`config.mk`:
```
export PLATFORM = sky130hd
export DESIGN_NAME = ball_motion
export DESIGN_NICKNAME = d
export VERILOG_FILES = /design/src/rtl/pong_pkg.sv /design/src/rtl/move_tick.sv /design/src/rtl/ball_motion.sv
export SDC_FILE = /design/constraint.sdc
export NUM_CORES = 1
export LEC_CHECK = 0
export ABC_AREA = 1
export CORE_ASPECT_RATIO = 1.2
export CORE_MARGIN = 8
export CORE_UTILIZATION = 64
export CTS_CLUSTER_DIAMETER = 150
export CTS_CLUSTER_SIZE = 40
export DETAILED_ROUTE_END_ITERATION = 10
export PLACE_DENSITY = 0.87
export REMOVE_ABC_BUFFERS = 1
export SYNTH_ARGS = -nofsm -noshare
export SYNTH_HDL_FRONTEND = slang
export SYNTH_HIERARCHICAL = 1
export SYNTH_SLANG_ARGS = --single-unit
```
`constraint.sdc`:
```
create_clock -name CLOCK -period 6.4 [get_ports CLOCK]
set_clock_uncertainty 0.1 [all_clocks]
set_input_delay 0.96 -clock CLOCK [delete_from_list [all_inputs] [get_ports CLOCK]]
set_output_delay 0.96 -clock CLOCK [all_outputs]
set_load 0.02 [all_outputs]
```
`src/rtl/pong_pkg.sv`:
```
// Shared screen geometry, ball state encoding and direction codes for the pong datapath.
package pong_pkg;

  localparam int unsigned POS_W   = 11;
  localparam int unsigned H_MAX   = 799;
  localparam int unsigned V_MAX   = 474;
  localparam int unsigned NET_H   = 390;
  localparam int unsigned V_SERVE = 237;
  localparam int unsigned L_PAD_X = 10;
  localparam int unsigned R_PAD_X = 780;
  localparam int unsigned PAD_LEN = 80;

  typedef enum logic [1:0] {
    SERVE = 2'd0,
    PLAY  = 2'd1,
    MISS  = 2'd2
  } ball_state_t;

  localparam logic DIR_DOWN  = 1'b0;
  localparam logic DIR_UP    = 1'b1;
  localparam logic DIR_RIGHT = 1'b0;
  localparam logic DIR_LEFT  = 1'b1;

  // Paddle POSITION codes carry the top row at 2-px resolution.
  function automatic logic [POS_W-1:0] paddle_top(input logic [7:0] pos);
    return {3'b000, pos, 1'b0};
  endfunction

endpackage

```
`src/rtl/move_tick.sv`:
```
// Free-running prescaler: one-cycle TICK every TICK_DIV enabled clocks; holds while disabled.
module move_tick #(
  parameter int unsigned TICK_DIV = 500000
) (
  input  logic CLOCK,
  input  logic RESET_N,
  input  logic ENABLE,
  output logic TICK
);

  localparam int unsigned CNT_W = (TICK_DIV > 1) ? $clog2(TICK_DIV) : 1;
  localparam logic [CNT_W-1:0] CNT_LAST = CNT_W'(TICK_DIV - 1);
  localparam logic [CNT_W-1:0] CNT_ONE  = CNT_W'(1);

  logic [CNT_W-1:0] cnt;

  // Count 0..TICK_DIV-1 while enabled, wrapping on the tick cycle
  always_ff @(posedge CLOCK or negedge RESET_N) begin
    if (!RESET_N) begin
      cnt <= '0;
    end else if (ENABLE) begin
      if (cnt == CNT_LAST) cnt <= '0;
      else                 cnt <= cnt + CNT_ONE;
    end
  end

  assign TICK = ENABLE && (cnt == CNT_LAST);

endmodule

```
`src/rtl/ball_motion.sv`:
```
// Pong ball: steps one pixel per axis per move tick, bounces off walls and paddles,
// detects misses and runs the serve/score cycle.
module ball_motion #(
  parameter int unsigned TICK_DIV    = 500000,
  parameter int unsigned SERVE_TICKS = 100,
  parameter int unsigned H_MAX       = pong_pkg::H_MAX,
  parameter int unsigned V_MAX       = pong_pkg::V_MAX,
  parameter int unsigned NET_H       = pong_pkg::NET_H,
  parameter int unsigned V_SERVE     = pong_pkg::V_SERVE,
  parameter int unsigned L_PAD_X     = pong_pkg::L_PAD_X,
  parameter int unsigned R_PAD_X     = pong_pkg::R_PAD_X,
  parameter int unsigned PAD_LEN     = pong_pkg::PAD_LEN
) (
  input  logic        CLOCK,
  input  logic        RESET_N,
  input  logic        PAUSE,
  input  logic [7:0]  PLAYER_POS,
  input  logic [7:0]  AI_POS,
  output logic [10:0] BALL_H,
  output logic [10:0] BALL_V,
  output logic        HIT,
  output logic        SCORE_L,
  output logic        SCORE_R
);

  import pong_pkg::*;

  localparam int unsigned SC_W = (SERVE_TICKS > 1) ? $clog2(SERVE_TICKS) : 1;
  localparam logic [SC_W-1:0]  SERVE_LAST = SC_W'(SERVE_TICKS - 1);
  localparam logic [SC_W-1:0]  SC_ONE     = SC_W'(1);
  localparam logic [POS_W-1:0] H_LAST     = POS_W'(H_MAX);
  localparam logic [POS_W-1:0] V_LAST     = POS_W'(V_MAX);
  localparam logic [POS_W-1:0] H_HOME     = POS_W'(NET_H);
  localparam logic [POS_W-1:0] V_HOME     = POS_W'(V_SERVE);
  localparam logic [POS_W-1:0] L_HIT_H    = POS_W'(L_PAD_X + 1);
  localparam logic [POS_W-1:0] R_HIT_H    = POS_W'(R_PAD_X - 1);
  localparam logic [POS_W-1:0] PAD_SPAN   = POS_W'(PAD_LEN - 1);
  localparam logic [POS_W-1:0] ONE        = POS_W'(1);

  logic              tick;
  ball_state_t       state, state_nxt;
  logic [POS_W-1:0]  ball_h, ball_v, h_nxt, v_nxt;
  logic              dir_h, dir_v, dh_nxt, dv_nxt;
  logic [SC_W-1:0]   serve_cnt, scnt_nxt;
  logic              hit_nxt, sl_nxt, sr_nxt;
  logic [POS_W-1:0]  top_l, top_r;
  logic              in_l, in_r;
  logic              l_bounce, r_bounce, l_miss, r_miss;

  move_tick #(.TICK_DIV(TICK_DIV)) u_move_tick (
    .CLOCK   (CLOCK),
    .RESET_N (RESET_N),
    .ENABLE  (!PAUSE),
    .TICK    (tick)
  );

  // Paddle windows against the current (pre-update) row; only acted on during a tick.
  assign top_l = paddle_top(PLAYER_POS);
  assign top_r = paddle_top(AI_POS);
  assign in_l  = (ball_v >= top_l) && (ball_v <= top_l + PAD_SPAN);
  assign in_r  = (ball_v >= top_r) && (ball_v <= top_r + PAD_SPAN);

  // A paddle only reflects from the column just in front of it; otherwise the ball
  // carries on through the paddle column and is lost at the screen edge.
  assign r_bounce = (dir_h == DIR_RIGHT) && (ball_h == R_HIT_H) && in_r;
  assign l_bounce = (dir_h == DIR_LEFT)  && (ball_h == L_HIT_H) && in_l;
  assign r_miss   = (dir_h == DIR_RIGHT) && !r_bounce && (ball_h == H_LAST);
  assign l_miss   = (dir_h == DIR_LEFT)  && !l_bounce && (ball_h == '0);

  // State, position, direction, serve count and event pulses
  always_ff @(posedge CLOCK or negedge RESET_N) begin
    if (!RESET_N) begin
      state     <= SERVE;
      ball_h    <= H_HOME;
      ball_v    <= V_HOME;
      dir_h     <= DIR_RIGHT;
      dir_v     <= DIR_DOWN;
      serve_cnt <= '0;
      HIT       <= 1'b0;
      SCORE_L   <= 1'b0;
      SCORE_R   <= 1'b0;
    end else begin
      state     <= state_nxt;
      ball_h    <= h_nxt;
      ball_v    <= v_nxt;
      dir_h     <= dh_nxt;
      dir_v     <= dv_nxt;
      serve_cnt <= scnt_nxt;
      HIT       <= hit_nxt;
      SCORE_L   <= sl_nxt;
      SCORE_R   <= sr_nxt;
    end
  end

  // Next state: rest for SERVE_TICKS ticks, play until an edge is reached, one-cycle MISS
  always_comb begin
    state_nxt = state;
    unique case (state)
      SERVE:   if (tick && (serve_cnt == SERVE_LAST)) state_nxt = PLAY;
      PLAY:    if (tick && (r_miss || l_miss))        state_nxt = MISS;
      MISS:    state_nxt = SERVE;
      default: state_nxt = SERVE;
    endcase
  end

  // Next position, direction, serve count and pulses for each state
  always_comb begin
    h_nxt    = ball_h;
    v_nxt    = ball_v;
    dh_nxt   = dir_h;
    dv_nxt   = dir_v;
    scnt_nxt = serve_cnt;
    hit_nxt  = 1'b0;
    sl_nxt   = 1'b0;
    sr_nxt   = 1'b0;
    unique case (state)
      SERVE: begin
        if (tick) scnt_nxt = (serve_cnt == SERVE_LAST) ? '0 : serve_cnt + SC_ONE;
      end
      PLAY: begin
        if (tick) begin
          if ((dir_v == DIR_DOWN) && (ball_v == V_LAST)) begin
            dv_nxt = DIR_UP;
            v_nxt  = ball_v - ONE;
          end else if ((dir_v == DIR_UP) && (ball_v == '0)) begin
            dv_nxt = DIR_DOWN;
            v_nxt  = ball_v + ONE;
          end else if (dir_v == DIR_DOWN) begin
            v_nxt  = ball_v + ONE;
          end else begin
            v_nxt  = ball_v - ONE;
          end

          if (r_bounce) begin
            dh_nxt  = DIR_LEFT;
            h_nxt   = ball_h - ONE;
            hit_nxt = 1'b1;
          end else if (l_bounce) begin
            dh_nxt  = DIR_RIGHT;
            h_nxt   = ball_h + ONE;
            hit_nxt = 1'b1;
          end else if (r_miss || l_miss) begin
            h_nxt   = ball_h;
          end else if (dir_h == DIR_RIGHT) begin
            h_nxt   = ball_h + ONE;
          end else begin
            h_nxt   = ball_h - ONE;
          end
        end
      end
      MISS: begin
        // dir_h still points at the side that conceded, which is also where the
        // next serve must travel, so it is left as is.
        h_nxt  = H_HOME;
        v_nxt  = V_HOME;
        sl_nxt = (dir_h == DIR_RIGHT);
        sr_nxt = (dir_h == DIR_LEFT);
      end
      default: begin
        h_nxt = H_HOME;
        v_nxt = V_HOME;
      end
    endcase
  end

  assign BALL_H = ball_h;
  assign BALL_V = ball_v;

endmodule

```
# Yosys cells after proc, flatten, opt, wreduce, memory -nomap -nowiden
# Cells that the tools add are included.
dict set report classes {
  add_sub_neg 8
  n_lt_le_gt_ge 4
  n_eq_ne 12
  muxes 26
  bitwise_logic 3
  reduce_logical 30
}
# cell count
set op_table {}
lappend op_table {{11-bit 2-to-1 mux} 9}
lappend op_table {{11-bit one-hot mux with 2 select lines} 2}
lappend op_table {{11-bit by 1-bit adder with 11-bit output, second input constant} 2}
lappend op_table {{11-bit by 10-bit equality test with 1-bit output, second input constant} 2}
lappend op_table {{11-bit by 9-bit greater-or-equal comparator with 1-bit output} 2}
lappend op_table {{11-bit by 10-bit less-or-equal comparator with 1-bit output} 2}
lappend op_table {{11-bit logical NOT} 2}
lappend op_table {{11-bit by 1-bit subtractor with 11-bit output, second input constant} 2}
lappend op_table {{9-bit by 7-bit adder with 10-bit output, second input constant} 2}
lappend op_table {{19-bit by 1-bit adder with 19-bit output, second input constant} 1}
lappend op_table {{19-bit equality test, second input constant} 1}
lappend op_table {{19-bit 2-to-1 mux} 1}
lappend op_table {{1-bit logical AND} 15}
lappend op_table {{11-bit by 4-bit equality test with 1-bit output, second input constant} 1}
lappend op_table {{11-bit by 9-bit equality test with 1-bit output, second input constant} 1}
lappend op_table {{1-bit 2-to-1 mux} 10}
lappend op_table {{3-bit AND reduction} 3}
lappend op_table {{7-bit by 1-bit adder with 7-bit output, second input constant} 1}
lappend op_table {{7-bit equality test, second input constant} 1}
lappend op_table {{7-bit 2-to-1 mux} 1}
lappend op_table {{2-bit != test, second input constant} 3}
lappend op_table {{2-bit AND reduction} 3}
lappend op_table {{2-bit 2-to-1 mux} 2}
lappend op_table {{4-bit != test, second input constant} 1}
lappend op_table {{other kinds (8)} 13}
dict set report word_totals {
  regBits 55
  in_bits 19
  out_inout_bits 25
}

# Longest topological paths before layout
# Gate-level depths: netlist (run 1).
dict set report depth {
  ltp_word 13
  mapped_depth 22
  ltp_nobuf 21
}

# Hierarchy
# Netlist (run 1), hierarchy kept.
# mod instances cells_per_inst area_each_um2
set by_module_without_submodules {}
lappend by_module_without_submodules {ball_motion 1 549 3719.8}
lappend by_module_without_submodules {move_tick 1 162 1152.4}

# Worst setup path before layout (run 1)
# Ideal clock, no wire load.
dict set report synth_timing {
  path_type {input -> register}
  startpoint {input port PLAYER_POS[0]}
  endpoint {register ball_h[10] (netlist: BALL_H[10])}
  setup_time_ns 0.118
  arrival_ns 3.012
  t_required_ns 6.182
  slack_ns 3.170
  path_stages 21
  path_buffers 1
  cell_sequence {inv_1 ha_1 a21oi_1 nand2_1 nand2_1 nand3_1 ha_1 inv_1 nor2_1 nand2_1 nor2_1 nand3_1 nand2_1 nand3_2 nand3_1 nand2_1 nand2_4 nand2_4 buf_6 nand2_1 nand2_1}
}
dict set report synth_between {
  elab_chain_cells 10
}
# element line
set synth_rtl {}
lappend synth_rtl {{start, declared} ball_motion.sv:17} ;# input logic [7:0] PLAYER_POS,
lappend synth_rtl {{9-bit by 7-bit adder with 10-bit output} ball_motion.sv:60} ;# assign in_l = (ball_v >= top_l) && (ball_v <= top_l + PAD_SPAN);
lappend synth_rtl {{11-bit by 10-bit less-or-equal comparator with 1-bit output} ball_motion.sv:60}
lappend synth_rtl {{1-bit logical AND *} ball_motion.sv:60}
lappend synth_rtl {{1-bit logical AND *} ball_motion.sv:66} ;# assign l_bounce = (dir_h == DIR_LEFT) && (ball_h == L_HIT_H) && in_l;
lappend synth_rtl {{1-bit logical NOT} ball_motion.sv:68} ;# assign l_miss = (dir_h == DIR_LEFT) && !l_bounce && (ball_h == '0);
lappend synth_rtl {{1-bit logical AND (2 in a row)} ball_motion.sv:68}
lappend synth_rtl {{1-bit logical OR} ball_motion.sv:142} ;# end else if (r_miss || l_miss) begin
lappend synth_rtl {{4-bit != test (no line)} -}
lappend synth_rtl {{3-bit AND reduction (no line)} -}
lappend synth_rtl {{end signal, assigned} ball_motion.sv:84} ;# ball_h <= h_nxt;
lappend synth_rtl {{end, declared} ball_motion.sv:42} ;# logic [POS_W-1:0] ball_h, ball_v, h_nxt, v_nxt;
# Mark *: on every way between the ends. The rest lies on a longest branch, timed or not. The select of a mux whose other input is x is not followed.
# A chain may end at the register's enable or synchronous reset.

# Final worst setup path (run 1)
# Same ends and word-level chain as after synthesis.

==> impl_metrics.env, run 1 <==
export IMPL_synth_seq_cells=55
export IMPL_multiInputGateArea_um2=3038
export IMPL_antenna_cells=0
export IMPL_cts_sinks=55
export IMPL_drt_met1_wl_mm=4.885
export IMPL_hold_path_class="flop to flop"
export IMPL_dp_hpwl_mm=9.787
export IMPL_worstSetupStartpoint="PLAYER_POS[0]"
export IMPL_clk_latency_ns=0.32
export IMPL_tns_ns=0
export IMPL_drc_errors=0
export IMPL_vias_per_cell=5.769
export IMPL_hold_viol=0
export IMPL_worstSetupStartpointType="input port"
export IMPL_final_layout_size_suffix_gt1_frac=0.07314
export IMPL_grt_usage=0.2380
export IMPL_worst_pin_slew_ns=0.6869
export IMPL_ys_warn_count=6
export IMPL_hp_start="serve_cnt[6]"
export IMPL_area_delta_synth_final_pct=11.99
export IMPL_clockBufferDepth=2
export IMPL_ir_drop_v=0.0002181
export IMPL_start_util=0.6468
export IMPL_setup_viol=0
export IMPL_synthDistinctLibCells=39
export IMPL_grt_max_degree=56
export IMPL_holdWs_ns=0.4168
export IMPL_core_area_um2=7532
export IMPL_grt_pass1_wl_mm=21.05
export IMPL_finalCriticalPeriod_ns=3.683
export IMPL_ys_seq_area_frac=0.2851
export IMPL_die_w_um=95.65
export IMPL_critPathMaxFanout=11
export IMPL_die_height_um=111.6
export IMPL_overflow=0
export IMPL_cts_hold_buffers=0
export IMPL_power_density_nw_per_um2=137.1
export IMPL_tritoncts="built"
export IMPL_ant_nets=0
export IMPL_fmax_mhz=271.5
export IMPL_cts_root_buf="clkbuf_8"
export IMPL_gp_congestion=0.9427
export IMPL_cp_common_cell="nand2_1"
export IMPL_dr_total_vias=4869
export IMPL_r2r_setup_slack_ns=3.39
export IMPL_postRouteWirelength_mm=12.55
export IMPL_slowest_delay_ns=0.51
export IMPL_slew_headroom=0.5421
export IMPL_arrival_ns=3.79
export IMPL_cp_top_family="simple AND/OR/NAND/NOR gates"
export IMPL_timing_rr_end="BALL_V[2]"
export IMPL_synthTopCellsByCount="nand2_1, inv_1, nor2_1"
export IMPL_synth_avg_cell_area_um2=6.853
export IMPL_hold_end="serve_cnt[6]"
export IMPL_async_flop_share=1.000
export IMPL_drt_initial_drc_count=277
export IMPL_wire_per_inst_um=14.87
export IMPL_cts_resized=0
export IMPL_yosysTopAreaCell="dfrtp_1"
export IMPL_synthTopCellsByArea="dfrtp_1, nand2_1, ha_1, inv_1, nand3_1"
export IMPL_drv_cap=0
export IMPL_synthCells=711
export IMPL_yosysMostFrequentCell="nand2_1"
export IMPL_hold_depth=1
export IMPL_ys_flop_type="dfrtp_1"
export IMPL_cpMaxStageDelayCell="clkdlybuf4s50_1"
export IMPL_dr_wl_met2_mm=6.357
export IMPL_status="finished, final reports clean"
export IMPL_fillers=615
export IMPL_required_ns=6.51
export IMPL_p_leak_nw=2.748
export IMPL_grt_pass1_vias=4777
export IMPL_stdcell_count=844
export IMPL_synth_top_area_share=0.2311
export IMPL_dr_max_layer_used="met4"
export IMPL_cts_setup_buffers=0
export IMPL_fin_nets=814
export IMPL_rsz0062_at_grt="no"
export IMPL_path_cells="clkdlybuf4s50_1 -> inv_1 -> ha_1 -> a21oi_1 -> nand2_1 -> nand2_1 -> nand3_1 -> ha_1 -> inv_1 -> nor2_1 -> nand2_1 -> nor2_1 -> nand3_1 -> nand2_1 -> nand3_2 -> nand3_1 -> nand2_1 -> nand2_4 -> nand2_4 -> nand2_1 -> nand2_1"
export IMPL_core_rowCount=35
export IMPL_regArea_um2=1389
export IMPL_slew_viol_final=0
export IMPL_ff2ff_path_depth=12
export IMPL_post_route_period_util=0.5754
export IMPL_first_pass_iters=6
export IMPL_cp_buffers_inverters=3
export IMPL_critical_path_class="input port to flop"
export IMPL_cts_buffers=5
export IMPL_synth_edf_count=0
export IMPL_dr_wl_met3_um=819
export IMPL_die_area_um2=10670
export IMPL_port_buffers=43
export IMPL_dp_cells=836
export IMPL_antenna_found_initial=0
export IMPL_num_io_pins=44
export IMPL_r2r_start="u_move_tick/cnt[0]"
export IMPL_synth_cell_area_um2=4872
export IMPL_cts_max_level=2
export IMPL_critPathCaptureType="flop"
export IMPL_clk_pin_slew_ns=0.11
## layout make-up
class / count / share of cell area
clock buffers: 5 / 0.01261
clock inverters: 3 / 0.006191
inverters: 101 / 0.06948
multi-input cells: 544 / 0.5568
flip-flops and latches: 55 / 0.2545
well taps: 92 / 0.02110
repair buffers: 44 / 0.07934
## worst register-to-register path: stages, from the launching register on
cell and delay, ns:
dfrtp_1 0.43, ha_1 0.24, nand3_1 0.12, inv_1 0.08
nand4_1 0.16, inv_1 0.17, nand2_1 0.16, inv_1 0.06
nor2_1 0.35, clkinv_1 0.60, o21ai_0 0.29, o21ai_0 0.12
nand3_1 0.09
## stage by stage
| stage | area (um2) | setup slack, ns | util | power [mW] |
|---|---|---|---|---|
| CTS | 5456 | 2.733 | 0.7244 | 0.7503 |
| global placement | 5354 | 2.515 | 0.7108 | 0.5318 |
| floorplan | 4806 | 3.233 | - | 0.4940 |
| finish | 5456 | 2.717 | 0.7244 | 0.7483 |
| global route | 5456 | 2.398 | 0.7244 | 0.7899 |
| detailed placement | 5354 | 2.406 | 0.7108 | 0.5392 |
## power breakdown
group | internal, mW | leakage, nW | total [mW] | switching, mW
Combinational | 0.0593 | 2.04 | 0.141 | 0.0822
Clock | 0.0834 | 0.0519 | 0.213 | 0.129
Sequential | 0.367 | 0.656 | 0.394 | 0.0276
Total | 0.509 | 2.75 | 0.748 | 0.239
## cells in the final DEF (no fill, tap or decap), types with 3 or more instances in the layout
| master | synthesis | layout |
|---|---|---|
| nand4_1 | 16 | 16 |
| a21oi_1 | 27 | 27 |
| nor2_2 | 7 | 7 |
| nor3b_1 | 3 | 3 |
| clkdlybuf4s50_1 | 0 | 42 |
| o22ai_1 | 3 | 3 |
| nand2_2 | 6 | 6 |
| o211ai_1 | 3 | 3 |
| clkbuf_8 | 0 | 5 |
| inv_2 | 6 | 6 |
| dfrtp_1 | 45 | 45 |
| xnor2_1 | 9 | 9 |
| nor2_4 | 3 | 3 |
| nand3_2 | 3 | 3 |
| dfstp_2 | 10 | 10 |
| o21ai_1 | 4 | 4 |
| nand2_4 | 3 | 3 |
| nand3_1 | 65 | 65 |
| inv_1 | 93 | 93 |
| nor3_1 | 21 | 21 |
| nand2_1 | 174 | 174 |
| o21ai_0 | 19 | 19 |
| nor2_1 | 85 | 85 |
| xor2_1 | 32 | 32 |
| ha_1 | 44 | 44 |
| or2_2 | 4 | 4 |
## flip-flops by register name, summed over array words and instances (netlist names)
| name | count |
|---|---|
| u_move_tick/cnt | 19 |
| BALL_H | 11 |
| BALL_V | 11 |
| serve_cnt | 7 |
| state | 2 |
| HIT | 1 |
| SCORE_L | 1 |
| SCORE_R | 1 |
| dir_h | 1 |
| dir_v | 1 |
## worst max-delay path by stage
stage / endpoint / cells after the start
after floorplan: BALL_H[10] / 20
after global placement: BALL_H[10] / 21
after detailed placement: BALL_H[10] / 21
after CTS: BALL_H[10] / 21
after global routing: BALL_H[3] / 21
final: BALL_H[10] / 21
## cells by family (layout without fill, tap and decap cells)
kind of cell	after synthesis	after routing	synth area share
AND/OR/NAND/NOR	395	395	0.3634
buffers and inverters	112	153	0.09142
AO/OA/AOI/OAI	63	63	0.07113
flip-flops	55	55	0.2851
adder cells (fa/ha/maj)	44	44	0.1130
XOR/XNOR	41	41	0.07370
multiplexers	1	1	0.002311
## metal layers
metal / vias to the layer above / track usage
met3: 40 / 0.03028
met2: 209 / 0.4166
met5: - / 0
li1: 2371 / -
met1: 2249 / 0.2704
met4: 0 / 0.1213
(Power assumes the default switching activity.)
==> run 2: changes to the inputs <==
--- a/config.mk
+++ b/config.mk
@@ -8,11 +8,11 @@
 export ABC_AREA = 1
 export CORE_ASPECT_RATIO = 1.2
 export CORE_MARGIN = 8
-export CORE_UTILIZATION = 64
+export CORE_UTILIZATION = 53
 export CTS_CLUSTER_DIAMETER = 150
 export CTS_CLUSTER_SIZE = 40
 export DETAILED_ROUTE_END_ITERATION = 10
-export PLACE_DENSITY = 0.87
+export PLACE_DENSITY = 0.77
 export REMOVE_ABC_BUFFERS = 1
 export SYNTH_ARGS = -nofsm -noshare
 export SYNTH_HDL_FRONTEND = slang
==> constraint.sdc (replaced) <==
create_clock -name CLOCK -period 3.32 [get_ports CLOCK]
set_clock_uncertainty 0.1 [all_clocks]
set_input_delay 0.498 -clock CLOCK [delete_from_list [all_inputs] [get_ports CLOCK]]
set_output_delay 0.498 -clock CLOCK [all_outputs]
set_load 0.02 [all_outputs]
==> impl_metrics.env, run 2 (same netlist as run 1, synthesis figures left out) <==
export IMPL_r2r_start="BALL_V[1]"
export IMPL_cts_sinks=55
export IMPL_fin_nets=832
export IMPL_switching_share=0.3156
export IMPL_drv_cap=0
export IMPL_worst_pin_slew_ns=0.5123
export IMPL_clk_pin_slew_ns=0.11
export IMPL_worstSetupStartpoint="PLAYER_POS[0]"
export IMPL_dp_hpwl_mm=9.744
export IMPL_grt_pass1_vias=4904
export IMPL_pre_cts_ws_ns=-0.1561
export IMPL_area_delta_synth_final_pct=15.77
export IMPL_core_area_um2=8986
export IMPL_grt_usage=0.2001
export IMPL_overflow=0
export IMPL_critPathCaptureType="flop"
export IMPL_cts_buffers=5
export IMPL_cts_root_buf="clkbuf_8"
export IMPL_slew_headroom=0.6584
export IMPL_port_buffers=43
export IMPL_hold_depth=1
export IMPL_drc_errors=0
export IMPL_drt_initial_drc_count=163
export IMPL_start_util=0.5422
export IMPL_hp_start="serve_cnt[6]"
export IMPL_status="finished, final reports clean"
export IMPL_hold_path_class="flop to flop"
export IMPL_seqPwrFrac=0.528
export IMPL_grt_max_degree=33
export IMPL_cts_max_level=2
export IMPL_first_pass_iters=5
export IMPL_fmax_mhz=326.7
export IMPL_p_leak_nw=2.831
export IMPL_arrival_ns=3.22
export IMPL_vias_per_cell=5.418
export IMPL_required_ns=3.48
export IMPL_largest_reg_flops=19
export IMPL_final_cell_mix="nand2_1, inv_1, nor2_1, nand3_1, dfrtp_1"
export IMPL_regArea_um2=1389
export IMPL_clockBufferDepth=2
export IMPL_fillers=839
export IMPL_final_layout_size_suffix_gt1_frac=0.09740
export IMPL_hold_viol=0
export IMPL_slew_viol_final=0
export IMPL_clk_latency_ns=0.32
export IMPL_ff2ff_path_depth=12
export IMPL_die_w_um=103.5
export IMPL_die_height_um=121.0
export IMPL_ir_drop_v=0.0004182
export IMPL_gp_congestion=0.9554
export IMPL_antenna_cells=0
export IMPL_final_common_cell="nand2_1"
export IMPL_layout_setup_ws_ns=0.2587
export IMPL_core_rowCount=38
export IMPL_grt_pass1_wl_mm=21.46
export IMPL_tns_ns=0
export IMPL_pwr_share_comb=0.197
export IMPL_critical_path_class="input port to flop"
export IMPL_wire_per_inst_um=13.93
export IMPL_rsz0062_at_grt="no"
export IMPL_pwr_share_clk=0.275
export IMPL_dpl_instance_area_um2=5517
export IMPL_regMostFlops="u_move_tick/cnt"
export IMPL_multiInputGateArea_um2=3055
export IMPL_critPathMaxFanout=11
export IMPL_finalCriticalPeriod_ns=3.061
export IMPL_worstSetupStartpointType="input port"
export IMPL_num_io_pins=44
export IMPL_tritoncts="built"
export IMPL_antenna_found_initial=0
export IMPL_setup_viol=0
export IMPL_ant_nets=0
export IMPL_post_route_period_util=0.9221
export IMPL_p_sw_mw=0.4538
export IMPL_fin_area_um2=5640
export IMPL_p_int_mw=0.9843
export IMPL_die_area_um2=12530
export IMPL_dr_total_vias=4822
export IMPL_postRouteWirelength_mm=12.40
export IMPL_power_density_nw_per_um2=255.0
-- run 2: timing repair --
action | in CTS | in global routing
endpoints found under the setup margin | 0 | 13
setup buffers | 0 | 0
hold buffers | 1 | 0
hold endpoints to repair | 9 | 0
resized for setup | 0 | 4
-- run 2: final timing paths --
check	endpoint	slack (ns)
setup / recovery	BALL_H[9]	0.26
max in group asynchronous	BALL_V[7]	1.93
hold / removal	serve_cnt[6]	0.38
hold reg to reg	serve_cnt[6]	0.38
setup reg to reg	BALL_V[4]	0.74
min in group asynchronous	SCORE_R	0.47
-- run 2: worst max-delay path, stage by stage --
cell and delay (ns):
clkdlybuf4s50_1 0.48, inv_1 0.06, ha_1 0.23, a21oi_2 0.16, nand2_1 0.06, nand2_1 0.09, nand3_1 0.09, ha_1 0.29
inv_1 0.05, nor2_2 0.10, nand2_1 0.09, nor2_1 0.13, nand2_1 0.07, nand3_1 0.06, nand2_1 0.09, nand3_1 0.11
nand2_2 0.08, nor2_4 0.11, nand2_4 0.12, nand2_8 0.11, nand2_1 0.06, nand2_1 0.07
-- run 2: layer usage --
metal	GRT usage	vias up	share of wire
li1	-	2405	-
met1	0.2278	2250	0.42
met2	0.3671	133	0.50
met3	0.03294	34	0.054
met4	0.07452	0	0.025
met5	0	-	0
-- run 2: through the flow --
step | utilization | instances | power (mW) | hold WS [ns]
3_5_place_dp | 0.6139 | 881 | 1.050 | 0.2960
3_3_place_gp | 0.6139 | 881 | 1.035 | 0.2921
4_1_cts | 0.6257 | 890 | 1.449 | 0.3762
6_report | 0.6277 | 890 | 1.438 | 0.3788
5_1_grt | 0.6277 | 890 | 1.519 | 0.4070
2_1_floorplan | - | 700 | 0.9523 | 0.1024
-- run 2: area by class of cell --
class / count / share of cell area
inverter: 101 / 0.06721
clock inverter: 3 / 0.004880
multi-input combinational: 544 / 0.5417
timing repair buffer: 62 / 0.1012
sequential: 55 / 0.2462
tap: 120 / 0.02662
clock buffer: 5 / 0.01220
-- run 2: power groups by stage --
stage                     combinational, mW  clock (mW)  sequential, mW
after global routing                  0.327       0.426           0.766
after CTS                             0.284       0.406           0.759
after floorplan                       0.194           0           0.758
after global placement                0.266           0           0.769
final                                 0.284       0.395           0.759
after detailed placement              0.279           0           0.771
==> run 3: changes to the inputs <==
--- a/config.mk
+++ b/config.mk
@@ -5,10 +5,9 @@
 export SDC_FILE = /design/constraint.sdc
 export NUM_CORES = 1
 export LEC_CHECK = 0
-export ABC_AREA = 1
 export CORE_ASPECT_RATIO = 1.2
 export CORE_MARGIN = 8
-export CORE_UTILIZATION = 53
+export CORE_UTILIZATION = 52
 export CTS_CLUSTER_DIAMETER = 150
 export CTS_CLUSTER_SIZE = 40
 export DETAILED_ROUTE_END_ITERATION = 10
==> impl_metrics.env, run 3 <==
export IMPL_synth_seq_cells=55
export IMPL_critical_path_class="input port to flop"
export IMPL_ys_seq_area_frac=0.3193
export IMPL_cp_buffers_inverters=2
export IMPL_fin_nets=636
export IMPL_hold_viol=0
export IMPL_gp_congestion=0.9093
export IMPL_async_flop_share=1.000
export IMPL_status="finished, final reports clean"
export IMPL_grt_max_degree=52
export IMPL_largest_reg_flops=19
export IMPL_worst_pin_slew_ns=1.096
export IMPL_arrival_ns=3.35
export IMPL_power_density_nw_per_um2=254.4
export IMPL_post_route_period_util=0.9763
export IMPL_fillers=625
export IMPL_cpMaxStageDelayCell="clkdlybuf4s50_1"
export IMPL_port_buffers=43
export IMPL_vias_per_cell=6.016
export IMPL_start_util=0.5364
export IMPL_final_cell_mix="dfrtp_1, buf_4, nand2_1, ha_1, nor2_1"
export IMPL_clockBufferDepth=2
export IMPL_slowest_delay_ns=0.47
export IMPL_cts_buffers=5
export IMPL_required_ns=3.43
export IMPL_synth_avg_cell_area_um2=8.876
export IMPL_cts_hold_buffers=0
export IMPL_cp_common_cell="a21oi_4"
export IMPL_die_height_um=116.2
export IMPL_antenna_found_initial=0
export IMPL_cts_sinks=55
export IMPL_synthCells=490
export IMPL_regMostFlops="u_move_tick/cnt"
export IMPL_pre_cts_ws_ns=-0.7253
export IMPL_yosysMostFrequentCell="dfrtp_1"
export IMPL_synth_top_area_share=0.2589
export IMPL_cts_max_level=2
export IMPL_core_rowCount=36
export IMPL_clk_latency_ns=0.31
export IMPL_synthTopCellsByCount="dfrtp_1, ha_1, nand2_1"
export IMPL_fin_util=0.6667
export IMPL_dp_hpwl_mm=8.173
export IMPL_drt_initial_drc_count=282
export IMPL_grt_pass1_wl_mm=18.67
export IMPL_worstSetupStartpointType="input port"
export IMPL_wire_per_inst_um=16.52
export IMPL_layout_setup_ws_ns=0.07882
export IMPL_drc_errors=0
export IMPL_fmax_mhz=308.5
export IMPL_synthDistinctLibCells=73
export IMPL_p_leak_nw=2.371
export IMPL_dp_cells=659
export IMPL_ys_warn_count=6
export IMPL_dr_total_vias=4025
export IMPL_die_area_um2=11560
export IMPL_cp_top_family="simple AND/OR/NAND/NOR gates"
export IMPL_cts_root_buf="clkbuf_8"
export IMPL_finalCriticalPeriod_ns=3.241
export IMPL_final_layout_size_suffix_gt1_frac=0.2003
export IMPL_area_delta_synth_final_pct=24.28
export IMPL_synth_edf_count=0
export IMPL_slew_headroom=0.2695
export IMPL_ir_drop_v=0.0002489
export IMPL_path_cells="clkdlybuf4s50_1 -> inv_2 -> or3_4 -> ha_4 -> nand4b_1 -> or4_4 -> a21oi_4 -> o32ai_4 -> a21oi_4 -> nand4_1 -> a21boi_1 -> mux2_1"
export IMPL_num_io_pins=44
export IMPL_hold_path_class="input port to async pin"
export IMPL_overflow=0
export IMPL_slew_viol_final=0
export IMPL_critPathCaptureType="flop"
export IMPL_postRouteWirelength_mm=11.05
export IMPL_die_w_um=99.49
export IMPL_ant_nets=0
export IMPL_antenna_cells=0
export IMPL_synth_cell_area_um2=4349
export IMPL_yosysTopAreaCell="dfrtp_1"
export IMPL_grt_usage=0.1947
export IMPL_multiInputGateArea_um2=2938
export IMPL_ys_flop_type="dfrtp_1"
export IMPL_clk_pin_slew_ns=0.11
export IMPL_regArea_um2=1389
export IMPL_drv_cap=0
export IMPL_rsz0062_at_grt="yes"
export IMPL_tritoncts="built"
export IMPL_grt_pass1_vias=4052
export IMPL_setup_viol=0
export IMPL_core_area_um2=8108
export IMPL_critPathMaxFanout=4
export IMPL_stdcell_count=669
export IMPL_synthTopCellsByArea="dfrtp_1, ha_1, dfstp_2, xnor2_1, nand2_1"
export IMPL_first_pass_iters=5
run 3: cell count changes in the layout (fill, tap and decap cells not counted), moves of 8 or more:
cell and delta:
nand2b_1 +10, nor2_1 -48, clkdlybuf4s50_1 -9, a31oi_1 +8, xnor2_1 +19, buf_4 +27
inv_1 -69, nand2_1 -132, nand3_1 -46, nor2_2 -8, or3_1 +9, xor2_1 -22
run 3: cells by family after synthesis:
family	Yosys count	synth area share
AND/OR/NAND/NOR	212	0.2768
AO/OA/AOI/OAI	94	0.1473
flip-flops	55	0.3193
adder cells (fa/ha/maj)	44	0.1266
buffers and inverters	42	0.04143
XOR/XNOR	38	0.07652
multiplexers	5	0.01208
run 3: final timing paths:
kind | cells past startpoint | end | slack, ns | startpoint
min in group CLOCK | 1 | u_move_tick/cnt[10] | 0.40 | u_move_tick/cnt[10]
max in group asynchronous | 2 | BALL_V[0] | 2.06 | RESET_N
worst min-delay path | 1 | u_move_tick/cnt[4] | 0.28 | RESET_N
worst max register to register | 8 | BALL_H[4] | 0.16 | u_move_tick/cnt[11]
worst min register to register | 1 | u_move_tick/cnt[10] | 0.40 | u_move_tick/cnt[10]
worst max-delay path | 12 | BALL_H[4] | 0.08 | PLAYER_POS[6]
run 3: metrics by stage:
step                      total power [mW]  area (um2)  setup TNS, ns  hold WS [ns]
after floorplan                     0.8812        4278        -0.1490        0.1024
after global placement              0.9742        5152         -5.559        0.3668
after detailed placement            0.9805        5152         -6.827        0.3789
after CTS                            1.381        5371              0        0.3254
after global routing                 1.443        5405       -0.04380        0.3839
final                                1.375        5405              0        0.2848
run 3: cell type report:
| class | instances | share of cell area |
|---|---|---|
| Sequential cell | 55 | 0.2569 |
| Clock buffer | 5 | 0.01273 |
| Tap cell | 95 | 0.02199 |
| Timing Repair Buffer | 89 | 0.1403 |
| Multi-Input combinational cell | 393 | 0.5435 |
| Inverter | 29 | 0.02014 |
| Clock inverter | 3 | 0.004398 |
run 3: metal layers:
metal  up-vias  global-route usage  wire length, um
met5         -                   0                0
met4         0             0.06572              164
met3        14             0.03041              491
met2        88              0.3507             5702
met1      1975              0.2305             4692
li1       1948                   -                -
run 3: report_power, final:
| part | switching [mW] | leakage, nW | internal [mW] |
|---|---|---|---|
| clock network | 0.236 | 0.0461 | 0.153 |
| logic | 0.118 | 1.63 | 0.117 |
| registers | 0.0506 | 0.692 | 0.701 |
| total | 0.404 | 2.37 | 0.971 |
run 3: what timing repair did:
item,in CTS,in global routing
gates resized for setup,42,10
cloned,0,0
setup buffers,2,0
hold endpoints to repair,0,0
pin swaps,20,11
setup endpoints to repair,10,14
